**src/rtl/conv_core_seq_if.sv**
```systemverilog
// conv_core_seq_if: request/response bundle between the window buffer, the
// sequential convolution core and the output feature-map writer.
interface conv_core_seq_if #(
   parameter int KSIZE  = 7,
   parameter int IMG_W  = 8,
   parameter int WEI_W  = 16,
   parameter int BIAS_W = 32,
   parameter int OUT_W  = 32
) ();
   localparam int TAPS = KSIZE * KSIZE;

   logic                     enable;
   logic                     ready;
   logic [TAPS*IMG_W-1:0]    ima;
   logic [TAPS*WEI_W-1:0]    wei;
   logic signed [BIAS_W-1:0] bias;
   logic                     relu_en;
   logic signed [OUT_W-1:0]  out_reg;
   logic                     valid;
   logic                     out_ready;

   // Requester/consumer side.
   modport master (
      output enable, ima, wei, bias, relu_en, out_ready,
      input  ready, out_reg, valid
   );

   // Core side.
   modport slave (
      input  enable, ima, wei, bias, relu_en, out_ready,
      output ready, out_reg, valid
   );
endinterface

```
**src/rtl/conv_core_seq.sv**
```systemverilog
// conv_core_seq: multi-beat KSIZE x KSIZE signed convolution. One window is
// latched on acceptance, reduced LANES taps per beat, then bias-added,
// shifted, optionally rectified and saturated into a registered result.
module conv_core_seq #(
   parameter int KSIZE  = 7,
   parameter int IMG_W  = 8,
   parameter int WEI_W  = 16,
   parameter int BIAS_W = 32,
   parameter int OUT_W  = 32,
   parameter int LANES  = 7,
   parameter int SHIFT  = 0
) (
   input logic             clk,
   input logic             rst,
   conv_core_seq_if.slave  bus
);
   localparam int TAPS     = KSIZE * KSIZE;
   localparam int BEATS    = (TAPS + LANES - 1) / LANES;
   localparam int PAD_TAPS = BEATS * LANES;
   localparam int BEAT_W   = (BEATS > 1) ? $clog2(BEATS) : 1;
   localparam int PROD_W   = IMG_W + WEI_W;
   localparam int ACC_W    = PROD_W + $clog2(TAPS) + 1;
   localparam int SUM_W    = ((ACC_W > BIAS_W) ? ACC_W : BIAS_W) + 1;
   localparam int SAT_W    = ((SUM_W > OUT_W) ? SUM_W : OUT_W) + 1;

   localparam logic signed [SAT_W-1:0] OUT_MAX = {{(SAT_W-OUT_W+1){1'b0}}, {(OUT_W-1){1'b1}}};
   localparam logic signed [SAT_W-1:0] OUT_MIN = {{(SAT_W-OUT_W+1){1'b1}}, {(OUT_W-1){1'b0}}};

   typedef enum logic [1:0] {IDLE, MAC, POST, OUT} state_t;

   state_t                   state, state_nx;
   logic                     accept;
   logic                     last_beat;
   logic [BEAT_W-1:0]        beat;

   // Operands are kept as shift registers: lanes always read entries
   // 0..LANES-1 and each beat moves the next group of taps down.
   logic signed [IMG_W-1:0]  ima_q [PAD_TAPS];
   logic signed [WEI_W-1:0]  wei_q [PAD_TAPS];
   logic signed [BIAS_W-1:0] bias_q;
   logic                     relu_q;

   logic signed [ACC_W-1:0]  acc;
   logic signed [ACC_W-1:0]  beat_sum;
   logic signed [PROD_W-1:0] prod;
   logic signed [SAT_W-1:0]  sum;
   logic signed [SAT_W-1:0]  shifted;
   logic signed [OUT_W-1:0]  result;
   logic signed [OUT_W-1:0]  out_q;

   assign accept    = bus.enable && bus.ready;
   assign last_beat = (beat == BEAT_W'(BEATS - 1));
   assign bus.out_reg = out_q;

   // State register.
   // NOTE: sequential state always uses non-blocking assignments so every
   // flop samples pre-edge values regardless of process ordering.
   always_ff @(posedge clk or posedge rst) begin
      if (rst) state <= IDLE;
      else     state <= state_nx;
   end

   // Next-state decode.
   // NOTE: every combinational output gets a default first; a path that
   // leaves a variable unassigned would infer a latch.
   always_comb begin
      state_nx = state;
      unique case (state)
         IDLE:    if (accept)        state_nx = MAC;
         MAC:     if (last_beat)     state_nx = POST;
         POST:                       state_nx = OUT;
         OUT:     if (bus.out_ready) state_nx = IDLE;
         default:                    state_nx = IDLE;
      endcase
   end

   // Handshake outputs; ready is forced low while reset is asserted.
   always_comb begin
      bus.ready = (state == IDLE) && !rst;
      bus.valid = (state == OUT);
   end

   // Operand capture on acceptance, then shift one lane group per MAC beat.
   // NOTE: the operand array is deliberately not reset; it is fully reloaded
   // (padding included) on every acceptance, so an aborted packet cannot leak.
   always_ff @(posedge clk) begin
      if (accept) begin
         for (int i = 0; i < PAD_TAPS; i++) begin
            if (i < TAPS) begin
               ima_q[i] <= bus.ima[i*IMG_W +: IMG_W];
               wei_q[i] <= bus.wei[i*WEI_W +: WEI_W];
            end else begin
               ima_q[i] <= '0;
               wei_q[i] <= '0;
            end
         end
         bias_q <= bus.bias;
         relu_q <= bus.relu_en;
      end else if (state == MAC) begin
         for (int i = 0; i < PAD_TAPS; i++) begin
            if (i + LANES < PAD_TAPS) begin
               ima_q[i] <= ima_q[i+LANES];
               wei_q[i] <= wei_q[i+LANES];
            end else begin
               ima_q[i] <= '0;
               wei_q[i] <= '0;
            end
         end
      end
   end

   // Sum of the LANES products handled in the current beat.
   always_comb begin
      beat_sum = '0;
      prod     = '0;
      for (int l = 0; l < LANES; l++) begin
         prod     = PROD_W'(ima_q[l]) * PROD_W'(wei_q[l]);
         beat_sum = beat_sum + ACC_W'(prod);
      end
   end

   // Post-processing: bias add, floor shift, optional ReLU, saturation.
   always_comb begin
      sum     = SAT_W'(acc) + SAT_W'(bias_q);
      shifted = sum >>> SHIFT;
      if (relu_q && shifted[SAT_W-1]) shifted = '0;
      if (shifted > OUT_MAX)      result = OUT_MAX[OUT_W-1:0];
      else if (shifted < OUT_MIN) result = OUT_MIN[OUT_W-1:0];
      else                        result = shifted[OUT_W-1:0];
   end

   // Accumulator, beat counter and registered result.
   always_ff @(posedge clk or posedge rst) begin
      if (rst) begin
         acc   <= '0;
         beat  <= '0;
         out_q <= '0;
      end else if (accept) begin
         acc  <= '0;
         beat <= '0;
      end else if (state == MAC) begin
         acc <= acc + beat_sum;
         if (!last_beat) beat <= beat + 1'b1;
      end else if (state == POST) begin
         out_q <= result;
      end
   end
endmodule

```
**src/flat_wrapper.sv**
```systemverilog
// flat-port wrapper written by rule: the top's interface ports become plain ports
module conv_core_seq_flat 
#(
   parameter int KSIZE  = 7,
   parameter int IMG_W  = 8,
   parameter int WEI_W  = 16,
   parameter int BIAS_W = 32,
   parameter int OUT_W  = 32,
   parameter int LANES  = 7,
   parameter int SHIFT  = 0
)
  (clk, rst, bus_enable, bus_ima, bus_wei, bus_bias, bus_relu_en, bus_out_ready, bus_ready, bus_out_reg, bus_valid);
  conv_core_seq_if #(.KSIZE(KSIZE), .IMG_W(IMG_W), .WEI_W(WEI_W), .BIAS_W(BIAS_W), .OUT_W(OUT_W)) bus_i ();
  input logic clk;
  input logic rst;
  input wire logic [$bits(bus_i.enable)-1:0] bus_enable;
  input wire logic [$bits(bus_i.ima)-1:0] bus_ima;
  input wire logic [$bits(bus_i.wei)-1:0] bus_wei;
  input wire logic [$bits(bus_i.bias)-1:0] bus_bias;
  input wire logic [$bits(bus_i.relu_en)-1:0] bus_relu_en;
  input wire logic [$bits(bus_i.out_ready)-1:0] bus_out_ready;
  output wire logic [$bits(bus_i.ready)-1:0] bus_ready;
  output wire logic [$bits(bus_i.out_reg)-1:0] bus_out_reg;
  output wire logic [$bits(bus_i.valid)-1:0] bus_valid;
  assign bus_i.enable = bus_enable;
  assign bus_i.ima = bus_ima;
  assign bus_i.wei = bus_wei;
  assign bus_i.bias = bus_bias;
  assign bus_i.relu_en = bus_relu_en;
  assign bus_i.out_ready = bus_out_ready;
  assign bus_ready = bus_i.ready;
  assign bus_out_reg = bus_i.out_reg;
  assign bus_valid = bus_i.valid;
  conv_core_seq #(.KSIZE(KSIZE), .IMG_W(IMG_W), .WEI_W(WEI_W), .BIAS_W(BIAS_W), .OUT_W(OUT_W), .LANES(LANES), .SHIFT(SHIFT)) u_core (.clk(clk), .rst(rst), .bus(bus_i));
endmodule
```
**config.mk**
```make
export PLATFORM = sky130hd
export DESIGN_NAME = conv_core_seq_flat
export DESIGN_NICKNAME = d
export VERILOG_FILES = /design/src/rtl/conv_core_seq_if.sv /design/src/rtl/conv_core_seq.sv /design/src/flat_wrapper.sv
export SDC_FILE = /design/constraint.sdc
export NUM_CORES = 2
export LEC_CHECK = 0
export ABC_AREA = 1
export CORE_AREA = 4 4 481 483
export DETAILED_ROUTE_END_ITERATION = 10
export DIE_AREA = 0 0 485 487
export DONT_BUFFER_PORTS = 1
export SKIP_CTS_REPAIR_TIMING = 1
export SLEW_MARGIN = 20
export SYNTH_ARGS = -nofsm -noshare
export SYNTH_HDL_FRONTEND = slang
export SYNTH_SLANG_ARGS = --single-unit
```
**constraint.sdc**
```tcl
create_clock -name clk -period 87 [get_ports clk]
set_clock_uncertainty 0.15 [all_clocks]
set_input_delay 13.05 -clock clk [delete_from_list [all_inputs] [get_ports clk]]
set_output_delay 13.05 -clock clk [all_outputs]
set_load 0.05 [all_outputs]
```
Yosys cells after proc, flatten, opt, wreduce, memory -nomap -nowiden
Memory sizes are Yosys's and may differ from the RTL's.
Cells that the tools add are included.
Widths: inputs -> output; s select.
{"block": "word_totals", "memories": 2, "mem_bits_rw": 1176, "regBits": 101, "elab_cells": 258, "out_inout_bits": 34}
{"block": "op_classes", "addsub": 9, "magnitude_cmp": 2, "n_eq_ne": 8, "bitwise": 100, "n_mul": 7, "muxes": 115, "reduce_logical": 9}
{"memory": "u_core.wei_q", "words": 49, "width": 16, "rd": 49, "rd_clocked_by_memory_dff": 0, "wr": 49, "line_no": "conv_core_seq.sv:39", "source": "logic signed [WEI_W-1:0] wei_q [PAD_TAPS];"}
{"memory": "u_core.ima_q", "words": 49, "width": 8, "rd": 49, "rd_clocked_by_memory_dff": 0, "wr": 49, "line_no": "conv_core_seq.sv:38", "source": "logic signed [IMG_W-1:0] ima_q [PAD_TAPS];"}
{"operator": "$mux 16", "count": 49}
{"operator": "$mux 8", "count": 49}
{"operator": "$mul 8x16->24", "count": 7}
{"operator": "$add 31x24->31", "count": 4}
{"operator": "$or 1x1->1", "count": 98}
{"operator": "$mux 32", "count": 2}
{"operator": "$mux 31", "count": 2}
{"operator": "$gt 34x32->1 const B", "count": 1}
{"operator": "$lt 34x32->1 const B", "count": 1}
{"operator": "$mux 34", "count": 1}
{"operator": "$add 31x32->33", "count": 1}
{"operator": "$add 31x31->31", "count": 1}
{"operator": "$add 25x24->26", "count": 1}
{"operator": "$add 24x24->25", "count": 1}
{"operator": "$mux 3", "count": 3}
{"operator": "$pmux 2 s4", "count": 1}
{"operator": "$mux 2", "count": 3}
{"operator": "$ne 2x1->1 const B", "count": 3}
{"operator": "$reduce_and 3->1", "count": 2}
{"operator": "$mux 1", "count": 5}
{"operator": "$eq 2x2->1 const B", "count": 2}
{"operator": "$add 3x1->3 const B", "count": 1}
{"operator": "$eq 3x3->1 const B", "count": 1}
{"operator": "$logic_and 1x1->1", "count": 3}
{"operator": "7 further kinds", "count": 8}

Logic depth before layout (Yosys ltp)
{"block": "depth", "ltp_word": 10, "mapped_depth": 52}

Worst setup path before layout
No wires, ideal clock.
{"block": "synth_path", "kind": "input-to-reg", "from": "input port rst", "to": "register u_core.acc[5]", "path_stages": 6, "t_arrival_ps": 41250, "path_buffers": 1, "setup_slack_ps": 45478, "path_cell_list": "nor2_1 nand2_1 nand2_1 inv_1 clkbuf_1 a32o_1"}
{"block": "synth_between", "elab_chain_cells": 4}
{"item": "start: declaration", "line_no": "flat_wrapper.sv:15", "source": "input logic rst;"}
{"item": "$logic_not 1->1 (no source line) (*)"}
{"item": "$logic_and 1x1->1 (*)", "line_no": "conv_core_seq.sv:79", "source": "bus.ready = (state == IDLE) && !rst;"}
{"item": "$logic_and 1x1->1 (*)", "line_no": "conv_core_seq.sv:51", "source": "assign accept = bus.enable && bus.ready;"}
{"item": "$mux 31 or $reduce_bool 2->1 (tied branches)"}
{"item": "end signal: assignment", "line_no": "conv_core_seq.sv:142", "source": "acc <= acc + beat_sum;"}
{"item": "end: declaration", "line_no": "conv_core_seq.sv:43", "source": "logic signed [ACC_W-1:0] acc;"}
Every way passes the cells marked *; elsewhere a longest branch is shown, timed or not.
A chain may end at the register's enable or synchronous reset.

Final worst setup path
{"block": "layout_path", "from": "input port rst", "to": "output port bus_ready"}
{"block": "layout_between", "elab_chain_cells": 2}
{"item": "$logic_not 1->1 (no source line)"}
{"item": "$logic_and 1x1->1", "line_no": "conv_core_seq.sv:79"}
{"item": "end: declaration", "line_no": "flat_wrapper.sv:22", "source": "output wire logic [$bits(bus_i.ready)-1:0] bus_ready;"}
Every way passes these cells.

==> flow_summary.toml <==
[clocking]
cts_tree = "done"
clockBufferDepth = 3
clk_pin_slew_worst_paths_ns = 0.06
clkSinkCount = 1277
cts_root_buf = "clkbuf_16"
htreeDepth = 4
cts_buffers = 147
clk_latency_ns = 0.82

[die]
die_w_um = 485
dieArea_sq_um = 236000
start_util_pct = 40.4
die_h_um = 487
fp.coreArea_sq_um = 227000
rows = 175
io_pins = 1247

[routing]
ant_nets = 0
wl_mm = 388
wl_per_cell_um = 30.0
firstDrtPassIters = 6
num_vias = 66700
drt-initial-drc-count = 7435
vias_per_cell = 5.16
drc = 0

[yosys]
yosys-top-cells-area = "edfxtp_1, fa_1, nand2_1"
synthArstFlopShare_pct = 5.32
synth_top_cell_by_area = "edfxtp_1"
syn_area_sq_um = 91700
synth_common_cells = "nand2_1, inv_1, edfxtp_1"
synth_cells = 9963
syn_area_per_cell_sq_um = 9.20
ys_ff_latch = 1277
synthesis.nets = 12500
ys_warn_count = 0
synthFlopType = "edfxtp_1"
synthMostInstantiatedCell = "nand2_1"
synth_edf_count = 1209
synth_cell_types = 42
synth_top_cell_area_share_pct = 39.6
seq_area_frac_synth_pct = 41.5

[critical_path]
crit_family = "simple AND/OR/NAND/NOR gates"
start_kind = "input pin"
crit_fanout = 2
slowest_delay_ns = 0.83
path_class = "in -> out"
crit_chain = "nor2_1"
cp-end-kind = "primary output"
critPathBufInv = 0
required_ns = 73.80
arrival_ns = 13.88
cp_slowest_cell = "nor2_1"

[placement]
io_buffers = 0
dp_hpwl_mm = 324
placed_cell_area_sq_um = 94100
place_congestion = 1.02

[global_routing]
grt_pass1_vias = 67100
grt_pass1_wl_mm = 530
grt_max_degree = 228
grt.total_usage_pct = 32.6
antenna_found_initial = 197
grt_overflow_total = 0

[timing]
period_minus_slack_ns = 27.08
tns_ns = 0
clock.fmax_ghz = 0.0369
slew_headroom_pct = 20.5
drv_slew = 0
fin_crit_sh_pct = 31.1
tightest_slew_ns = 1.19
setup_viol_count_final = 0
hold_violations = 0
rsz0062_at_grt = "false"

[final_layout]
final_nets = 12200
largestRegisters = "u_core.wei_q (784), u_core.ima_q (392)"
design_area_sq_um = 99300
layout-drive-gt1-share_pct = 4.18
largest_register = "u_core.wei_q"
syn2layout_area_growth_pct = 8.32
largest_reg_flops = 784

[run]
drv_cap = 0

[outcome]
outcome = "finished clean"

[min_path]
worstHoldPathType = "reg -> reg"
==> cell usage in the layout, fill, tap and decap left out, types with 33 or more instances in the layout <==
| cell type | instances |
|---|---|
| a21oi_1 | 90 |
| a21oi_2 | 33 |
| buf_4 | 45 |
| clkbuf_16 | 152 |
| clkinv_1 | 39 |
| dfrtp_1 | 68 |
| diode_2 | 120 |
| edfxtp_1 | 1209 |
| fa_1 | 1067 |
| ha_1 | 275 |
| inv_1 | 1802 |
| nand2_1 | 4238 |
| nand3_1 | 57 |
| nor2_1 | 327 |
| o21ai_0 | 64 |
| or2_2 | 81 |
| xnor2_1 | 35 |
==> metal layers <==
metal  vias up  wire [um]  GRT usage [%]
li1      29200          -              -
met1     33600     157000           43.6
met2      3188     169000           48.3
met3       599      45200           12.0
met4        70      16700           13.0
met5         -        412              0
==> cell families after synthesis <==
logic type / count (synthesis) / synth area share, %
simple gates: 4761 / 19.9
buf+inv: 2293 / 9.45
compound gates: 224 / 1.47
fa+ha+maj: 1343 / 27.1
flops: 1277 / 41.5
xor+xnor: 65 / 0.621
==> metrics by stage <==
step                      hold slack, ns  utilization, %  instances  setup slack [ns]
final                              0.330            43.8      12900             59.92
after global placement             0.301            41.5      12500             59.90
after floorplan                    0.284               -       9963             45.48
after CTS                          0.332            43.6      12800             59.90
after detailed placement           0.350            41.5      12500             59.90
after global routing               0.366            43.7      12900             59.88
==> area by class of cell <==
class                   instances  area (sq um)
fillers                     22400        128000
multi-input cells            6393         45100
flip-flops and latches       1277         38000
inverters                    1813          6820
clock buffers                 179          3940
well taps                    3009          3760
clock inverters                89           933
repair buffers                 53           498
diodes                        120           300
==> path summary, 6_finish.rpt <==
check / startpoint / endpoint / slack, ns / depth (start not counted)
worst min-delay path: u_core.wei_q[6][24] / u_core.wei_q[4][40] / 0.33 / 2
worst min register to register: u_core.wei_q[6][24] / u_core.wei_q[4][40] / 0.33 / 2
min in group asynchronous: rst / u_core.bus.out_reg[4] / 12.26 / 2
max in group asynchronous: rst / u_core.acc[26] / 73.80 / 2
worst max register to register: u_core.ima_q[1][1] / u_core.acc[27] / 73.23 / 42
worst max-delay path: rst / bus_ready / 59.92 / 1
Power is not shown: default switching activity piles up to over one toggle a cycle in this logic, so the estimate is an artifact.
